==> src/rtl/button_event_decoder.sv <==
// button_event_decoder: turns a debounced button level into press/release/short/long/repeat pulses.
// Define BUTTON_EVENT_DOUBLE_CLICK_EN to add double-click detection (WAIT_GAP/SWALLOW states).
module button_event_decoder #(
    parameter int CLK_PERIOD_NS    = 10,
    parameter int LONG_PRESS_MS    = 1000,
    parameter int REPEAT_PERIOD_MS = 100,
    parameter int DOUBLE_GAP_MS    = 250
) (
    input  logic clk_in,
    input  logic rst_n_in,
    input  logic clean_in,
    output logic press_out,
    output logic release_out,
    output logic short_out,
    output logic long_out,
    output logic repeat_out,
    output logic double_out,
    output logic held_out
);
    localparam longint LONG_CYC = longint'(LONG_PRESS_MS) * 1_000_000 / CLK_PERIOD_NS;
    localparam longint REP_CYC  = longint'(REPEAT_PERIOD_MS) * 1_000_000 / CLK_PERIOD_NS;
    localparam longint GAP_CYC  = longint'(DOUBLE_GAP_MS) * 1_000_000 / CLK_PERIOD_NS;
    localparam longint MAX_LR   = (LONG_CYC > REP_CYC) ? LONG_CYC : REP_CYC;
    localparam longint MAX_CYC  = (MAX_LR > GAP_CYC) ? MAX_LR : GAP_CYC;
    localparam int CW = $clog2(MAX_CYC + 1);
    // Thresholds compare against N-1 so the pulse registers exactly N edges after the clear.
    localparam logic [CW-1:0] LONG_LAST = CW'(LONG_CYC - 1);
    localparam logic [CW-1:0] REP_LAST  = CW'(REP_CYC - 1);
`ifdef BUTTON_EVENT_DOUBLE_CLICK_EN
    localparam logic [CW-1:0] GAP_LAST  = CW'(GAP_CYC - 1);
    typedef enum logic [2:0] {IDLE, PRESSED, LONG, WAIT_GAP, SWALLOW} state_t;
`else
    typedef enum logic [1:0] {IDLE, PRESSED, LONG} state_t;
`endif

    state_t state, state_d;
    logic [CW-1:0] cnt, cnt_d, cnt_inc;
    logic in_q, rise, fall;
    logic press_d, release_d, short_d, long_d, repeat_d, double_d;

    assign rise     = clean_in & ~in_q;
    assign fall     = ~clean_in & in_q;
    assign cnt_inc  = (cnt == '1) ? cnt : cnt + 1'b1;
    assign held_out = in_q;

    always_ff @(posedge clk_in or negedge rst_n_in) begin
        if (!rst_n_in) begin
            state       <= IDLE;
            cnt         <= '0;
            in_q        <= 1'b0;
            press_out   <= 1'b0;
            release_out <= 1'b0;
            short_out   <= 1'b0;
            long_out    <= 1'b0;
            repeat_out  <= 1'b0;
        end else begin
            state       <= state_d;
            cnt         <= cnt_d;
            in_q        <= clean_in;
            press_out   <= press_d;
            release_out <= release_d;
            short_out   <= short_d;
            long_out    <= long_d;
            repeat_out  <= repeat_d;
        end
    end

`ifdef BUTTON_EVENT_DOUBLE_CLICK_EN
    always_ff @(posedge clk_in or negedge rst_n_in) begin
        if (!rst_n_in) double_out <= 1'b0;
        else           double_out <= double_d;
    end
`else
    assign double_out = 1'b0;
`endif

    always_comb begin
        state_d   = state;
        cnt_d     = cnt;
        press_d   = 1'b0;
        release_d = 1'b0;
        short_d   = 1'b0;
        long_d    = 1'b0;
        repeat_d  = 1'b0;
        double_d  = 1'b0;
        case (state)
            IDLE: begin
                if (rise) begin
                    press_d = 1'b1;
                    cnt_d   = '0;
                    state_d = PRESSED;
                end
            end
            PRESSED: begin
                if (fall) begin
                    release_d = 1'b1;
`ifdef BUTTON_EVENT_DOUBLE_CLICK_EN
                    cnt_d     = '0;
                    state_d   = WAIT_GAP;
`else
                    short_d   = 1'b1;
                    state_d   = IDLE;
`endif
                end else if (cnt == LONG_LAST) begin
                    long_d  = 1'b1;
                    cnt_d   = '0;
                    state_d = LONG;
                end else begin
                    cnt_d = cnt_inc;
                end
            end
            LONG: begin
                if (fall) begin
                    release_d = 1'b1;
                    state_d   = IDLE;
                end else if (cnt == REP_LAST) begin
                    repeat_d = 1'b1;
                    cnt_d    = '0;
                end else begin
                    cnt_d = cnt_inc;
                end
            end
`ifdef BUTTON_EVENT_DOUBLE_CLICK_EN
            // A rise on the gap-expiry cycle still counts as the second click.
            WAIT_GAP: begin
                if (rise) begin
                    press_d  = 1'b1;
                    double_d = 1'b1;
                    state_d  = SWALLOW;
                end else if (cnt == GAP_LAST) begin
                    short_d = 1'b1;
                    state_d = IDLE;
                end else begin
                    cnt_d = cnt_inc;
                end
            end
            SWALLOW: begin
                if (fall) begin
                    release_d = 1'b1;
                    state_d   = IDLE;
                end
            end
`endif
            default: state_d = IDLE;
        endcase
    end
endmodule

==> config.mk <==
export PLATFORM = sky130hd
export DESIGN_NAME = button_event_decoder
export DESIGN_NICKNAME = d
export VERILOG_FILES = /design/src/rtl/button_event_decoder.sv
export SDC_FILE = /design/constraint.sdc
export NUM_CORES = 1
export LEC_CHECK = 0
export BUFFER_PORTS_ARGS = -buffer_cell sky130_fd_sc_hd__buf_4
export CORE_MARGIN = 5
export CORE_UTILIZATION = 60
export CTS_CLUSTER_SIZE = 8
export DETAILED_ROUTE_END_ITERATION = 8
export MAX_ROUTING_LAYER = met4
export PLACE_DENSITY = 0.81
export SYNTH_ARGS = -nofsm -noshare
export SYNTH_HDL_FRONTEND = slang
export SYNTH_SLANG_ARGS = --single-unit
==> constraint.sdc <==
create_clock -name clk_in -period 3.2 [get_ports clk_in]
set_clock_uncertainty 0.2 [all_clocks]
set_input_delay 0.16 -clock clk_in [delete_from_list [all_inputs] [get_ports clk_in]]
set_output_delay 0.16 -clock clk_in [all_outputs]
set_load 0.02 [all_outputs]
Word level (Yosys, flattened, before mapping)
Index checks and enable logic that the tools add are counted.
{"block": "classes", "n_addsub": 1, "eq_ne": 10, "mux": 23, "n_bitwise": 4, "n_reduce_logical": 5}
{"op": "27-bit 2-to-1 mux", "n": 6}
{"op": "27-bit case mux with 3 select lines", "n": 1}
{"op": "27-bit equality test (second input constant)", "n": 2}
{"op": "27-bit by 1-bit adder with 27-bit output (second input constant)", "n": 1}
{"op": "27-bit by 24-bit equality test with 1-bit output (second input constant)", "n": 1}
{"op": "1-bit 2-to-1 mux", "n": 11}
{"op": "2-bit 2-to-1 mux", "n": 4}
{"op": "2-bit inequality test (second input constant)", "n": 4}
{"op": "2-bit case mux with 3 select lines", "n": 1}
{"op": "4-bit AND reduction", "n": 1}
{"op": "3-bit inequality test (second input constant)", "n": 1}
{"op": "3-bit AND reduction", "n": 1}
{"op": "3-bit nonzero test", "n": 1}
{"op": "1-bit AND", "n": 2}
{"op": "2-bit by 1-bit equality test with 1-bit output (second input constant)", "n": 1}
{"op": "2-bit equality test (second input constant)", "n": 1}
{"op": "2-bit zero test", "n": 1}
{"op": "1-bit NOT", "n": 2}
{"op": "2-bit OR reduction", "n": 1}
{"block": "totals", "reg_bits": 35, "in_bits": 3, "output_inout_bits": 7, "word_cells": 51}

Depth between registers and ports, before layout
{"block": "logic_depth", "ltp_word": 5, "depth_mapped": 8, "depth_no_buf": 8}

Worst setup path before layout
No wires, ideal clock.
{"block": "synth_timing", "path_kind": "reg-to-reg", "from": "register state[0]", "to": "register cnt[18]", "setup_time_ps": 131, "arrival_ps": 2013, "t_required_ps": 2869, "setup_slack_ps": 856, "path_stages_with_launch": 9, "n_path_buf": 0, "period_less_slack_ps": 2344, "path_cell_list": "dfrtp_1 -> inv_1 -> ha_1 -> or2_2 -> a221o_2 -> nor4_2 -> nand4_1 -> xor2_1 -> nor2_1"}
{"block": "synth_via", "elab_chain_cells": 3, "word_cells_on_any_way": 9, "classes_between": "eq/ne: 5; mux: 1; reduce/logical: 3"}
{"element": "start, declared", "line": "36", "source": "state_t state, state_d;"}
{"element": "start signal, assigned", "line": "57", "source": "state <= state_d;"}
{"element": "2-bit by 1-bit equality test with 1-bit output (tied with other cells)", "line": "86", "source": "case (state)"}
{"element": "2-bit inequality test (no line) / 3-bit nonzero test (equally long branches)"}
{"element": "4-bit AND reduction (no line)"}
{"element": "end signal, assigned", "line": "58", "source": "cnt <= cnt_d;"}
{"element": "end, declared", "line": "37", "source": "logic [CW-1:0] cnt, cnt_d, cnt_inc;"}
Several ways; a longest one is shown, not always the timed one.
A chain may end at the register's enable or synchronous reset.

Worst setup path in the final report
Ends and elaborated chain as after synthesis.

==> load_flow_metrics.sql <==
INSERT INTO impl_metrics (metric_group, metric, value, unit) VALUES
('detailed_routing', 'first_pass_iters', '5', ''),
('clock_network', 'cts_root_buf', 'sky130_fd_sc_hd__clkbuf_4', ''),
('synth', 'postSynth.topFlopCell', 'sky130_fd_sc_hd__dfrtp_1', ''),
('sta', 'timing.setup.tns', '0', 'ns'),
('floorplanning', 'number_of_top_level_design_ports', '10', ''),
('detailed_routing', 'vias', '1908', ''),
('run_status', 'outcome', 'completed', ''),
('layout', 'multiInputGateArea', '1210', 'µm²'),
('synth', 'yosysTopAreaCellShare', '0.406', ''),
('clock_network', 'clkLatencyLatePin', '0.34', 'ns'),
('min_path', 'hold_path.class', 'in2async', ''),
('power', 'p_per_area', '490', 'nW/µm²'),
('layout', 'layout.nets', '254', ''),
('clock_network', 'clock_sinks', '35', ''),
('floorplanning', 'die_h', '69.9', 'µm'),
('synth', 'ys_seq_elements', '35', ''),
('floorplanning', 'design.core.area', '3420', 'µm²'),
('setup_path', 'cp_data_required_time', '3.23', 'ns'),
('clock_network', 'htreeDepth', '2', ''),
('setup_path', 'crit_path_cell_trace', 'inv_1, ha_1, or2_2, a221o_2, nor4_2, nand4_1, xor2_1, nor2_1', ''),
('setup_path', 'crit_path_end_kind', 'register', ''),
('global_route', 'grt_start_max_net_pins', '36', ''),
('synth', 'synth.yosys.seq_area_share', '0.406', ''),
('floorplanning', 'floorplan.rows', '21', ''),
('floorplanning', 'floorplan.die.width', '69.9', 'µm'),
('detailed_routing', 'detail_route.vias_per_cell', '6.51', ''),
('synth', 'synth_cells', '238', ''),
('placed_design', 'place_congestion', '0.966', ''),
('power', 'power_frac_comb', '0.328', ''),
('synth', 'syn_area', '2160', 'µm²'),
('sta', 'rsz0062_at_grt', 'false', ''),
('flow_run', 'max_cap_violations', '0', ''),
('detailed_routing', 'routedLengthMet1', '2.28', 'mm'),
('sta', 'period_needed', '2.65', 'ns'),
('power', 'swShare', '0.364', ''),
('setup_path', 'worst_path_max_delay_cell', 'sky130_fd_sc_hd__a221o_2', ''),
('synth', 'syn-mean-instance-area', '9.06', 'µm²'),
('clock_network', 'cts_buffers', '5', ''),
('layout', 'final-seq-area', '876', 'µm²'),
('sta', 'report.final.hold_viol_count', '0', ''),
('detailed_routing', 'top_signal_layer_used', 'met4', ''),
('clock_network', 'clkSlewWorstSetupHoldPaths', '0.12', 'ns'),
('detailed_routing', 'detail-route-antenna-nets', '0', ''),
('synth', 'yosysWarnings', '0', ''),
('detailed_routing', 'drc_errors', '0', ''),
('sta', 'tightest_slew', '0.576', 'ns'),
('clock_network', 'cts_tree', 'done', ''),
('setup_path', 'worstPathBufferInverterCount', '1', ''),
('placed_design', 'dp_hpwl', '3.41', 'mm'),
('sta', 'finalCritPeriodShare', '0.829', ''),
('setup_path', 'crit_family', 'simple AND/OR/NAND/NOR gates', ''),
('power', 'power.sequential.fraction', '0.422', ''),
('setup_path', 'critical_path_peak_fanout', '15', ''),
('power', 'total_switching_power', '0.413', 'mW'),
('setup_path', 'worst_setup_path_start_kind', 'register', ''),
('detailed_routing', 'routed-wl-met2', '2.13', 'mm'),
('layout', 'area.growth.synth_to_final', '7.43', '%'),
('layout', 'final_cell_area', '2320', 'µm²'),
('sta', 'final_number_of_setup_violating_endpoints', '0', ''),
('floorplanning', 'die-area', '4890', 'µm²'),
('synth', 'synthArstFlopShare', '1.00', ''),
('layout', 'nFillCells', '285', ''),
('power', 'cellLeakagePower', '0.961', 'nW'),
('synth', 'ranking_of_synthesized_cells_by_area', 'sky130_fd_sc_hd__dfrtp_1 (41%), sky130_fd_sc_hd__nor2_1 (4.7%), sky130_fd_sc_hd__nand3_1 (4.4%)', ''),
('global_route', 'grt_overflow', '0', ''),
('placed_design', 'portBuffers', '8', ''),
('setup_path', 'timing_worst_setup_path_type', 'reg2reg', ''),
('clock_network', 'post_cts_resize_count', '0', ''),
('synth', 'syn-num-nets', '246', ''),
('detailed_routing', 'finalWirelength', '4.91', 'mm'),
('synth', 'post_synth_num_cell_types', '49', '');
-- final cells by class --
type	instances	area share
multi-input cells	189	0.521
flip-flops and latches	35	0.378
repair buffers	11	0.0378
clock buffers	7	0.0281
well taps	46	0.0249
inverters	4	0.00648
clock inverters	1	0.00324
-- per-stage QoR --
step | hold slack [ns] | setup WS (ns) | util | power, mW | instances
finish | 0.0956 | 0.546 | 0.678 | 1.13 | 293
detailed placement | -0.0607 | 0.585 | 0.651 | 0.857 | 283
CTS | 0.0990 | 0.560 | 0.678 | 1.14 | 293
global route | 0.144 | 0.379 | 0.678 | 1.19 | 293
global placement | -0.0676 | 0.667 | 0.651 | 0.847 | 283
floorplan | -0.336 | 0.856 | - | 0.774 | 238
-- state kept, by name, indices dropped and copies added, names as in the netlist --
register / flops
release_out: 1
repeat_out: 1
held_out: 1
long_out: 1
state: 2
cnt: 27
press_out: 1
short_out: 1
-- worst paths after layout --
path                                 startpoint                   to  slack, ns  depth (start not counted)
max                        state[0]$_DFFE_PN0P_  cnt[18]$_DFFE_PN0P_       0.55                          8
min                                    rst_n_in  cnt[23]$_DFFE_PN0P_        0.1                          2
max reg2reg                state[0]$_DFFE_PN0P_  cnt[18]$_DFFE_PN0P_       0.55                          8
min reg2reg                  cnt[6]$_DFFE_PN0P_   cnt[6]$_DFFE_PN0P_       0.38                          1
max in group asynchronous              rst_n_in   held_out$_DFF_PN0_       2.38                          2
min in group clk_in                    clean_in   held_out$_DFF_PN0_       0.30                          2
-- placed cells by master, fill, tap and decap left out, types with 2 or more instances in the layout --
cell type and count:
sky130_fd_sc_hd__dfrtp_1 35, sky130_fd_sc_hd__nor2_1 27, sky130_fd_sc_hd__nand3_1 19, sky130_fd_sc_hd__nand2_1 19, sky130_fd_sc_hd__nand4_1 11, sky130_fd_sc_hd__nor4_1 10
sky130_fd_sc_hd__a21oi_1 10, sky130_fd_sc_hd__nor3_1 9, sky130_fd_sc_hd__buf_4 9, sky130_fd_sc_hd__a22o_1 8, sky130_fd_sc_hd__o21ai_0 7, sky130_fd_sc_hd__and3_1 6
sky130_fd_sc_hd__xnor2_1 6, sky130_fd_sc_hd__ha_1 5, sky130_fd_sc_hd__clkbuf_4 5, sky130_fd_sc_hd__inv_1 4, sky130_fd_sc_hd__nand2b_1 4, sky130_fd_sc_hd__and4_1 4
sky130_fd_sc_hd__a31oi_1 4, sky130_fd_sc_hd__nor2b_1 3, sky130_fd_sc_hd__nor4_2 3, sky130_fd_sc_hd__xor2_1 3, sky130_fd_sc_hd__and2_1 2, sky130_fd_sc_hd__or2_2 2
sky130_fd_sc_hd__nor3b_1 2, sky130_fd_sc_hd__a21o_1 2, sky130_fd_sc_hd__o22a_1 2, sky130_fd_sc_hd__or4_1 2, sky130_fd_sc_hd__o21ai_1 2, sky130_fd_sc_hd__clkbuf_8 2
sky130_fd_sc_hd__dlygate4sd3_1 2
-- worst register-to-register path: cells and delay by family, from the launching register on --
| kind | cells | cell delay, ns |
|---|---|---|
| simple gates | 4 | 0.97 |
| compound gates | 1 | 0.50 |
| flops | 1 | 0.41 |
| fa+ha+maj | 1 | 0.23 |
| xor+xnor | 1 | 0.15 |
| buf+inv | 1 | 0.08 |
-- routing by layer --
metal | vias to the layer above | GRT usage
met2 | 89 | 0.321
met3 | 13 | 0.0516
met1 | 908 | 0.296
met5 | - | -
met4 | 0 | 0.0830
li1 | 898 | -
-- cell families (layout without fill, tap and decap cells) --
logic type,after synthesis,count (layout),share of synthesized area
adders and majority gates,5,5,0.0290
buffers and inverters,14,23,0.0337
AOI/OAI and AO/OA,43,43,0.153
DFF,35,35,0.406
other,1,1,0.00174
xor gates and xnor gates,9,9,0.0366
and+or+nand+nor,131,131,0.340
-- power groups by stage --
| stage | Sequential [mW] | Clock, mW | Combinational, mW |
|---|---|---|---|
| after floorplan | 0.493 | 0 | 0.282 |
| after global placement | 0.486 | 0 | 0.361 |
| after detailed placement | 0.487 | 0 | 0.370 |
| after CTS | 0.478 | 0.287 | 0.373 |
| after global routing | 0.481 | 0.306 | 0.403 |
| final | 0.478 | 0.283 | 0.372 |
-- timing repair --
item,CTS,global route
endpoints found under the hold margin,38,0
setup buffers,0,0
hold buffers,2,0
(Power assumes the default switching activity.)
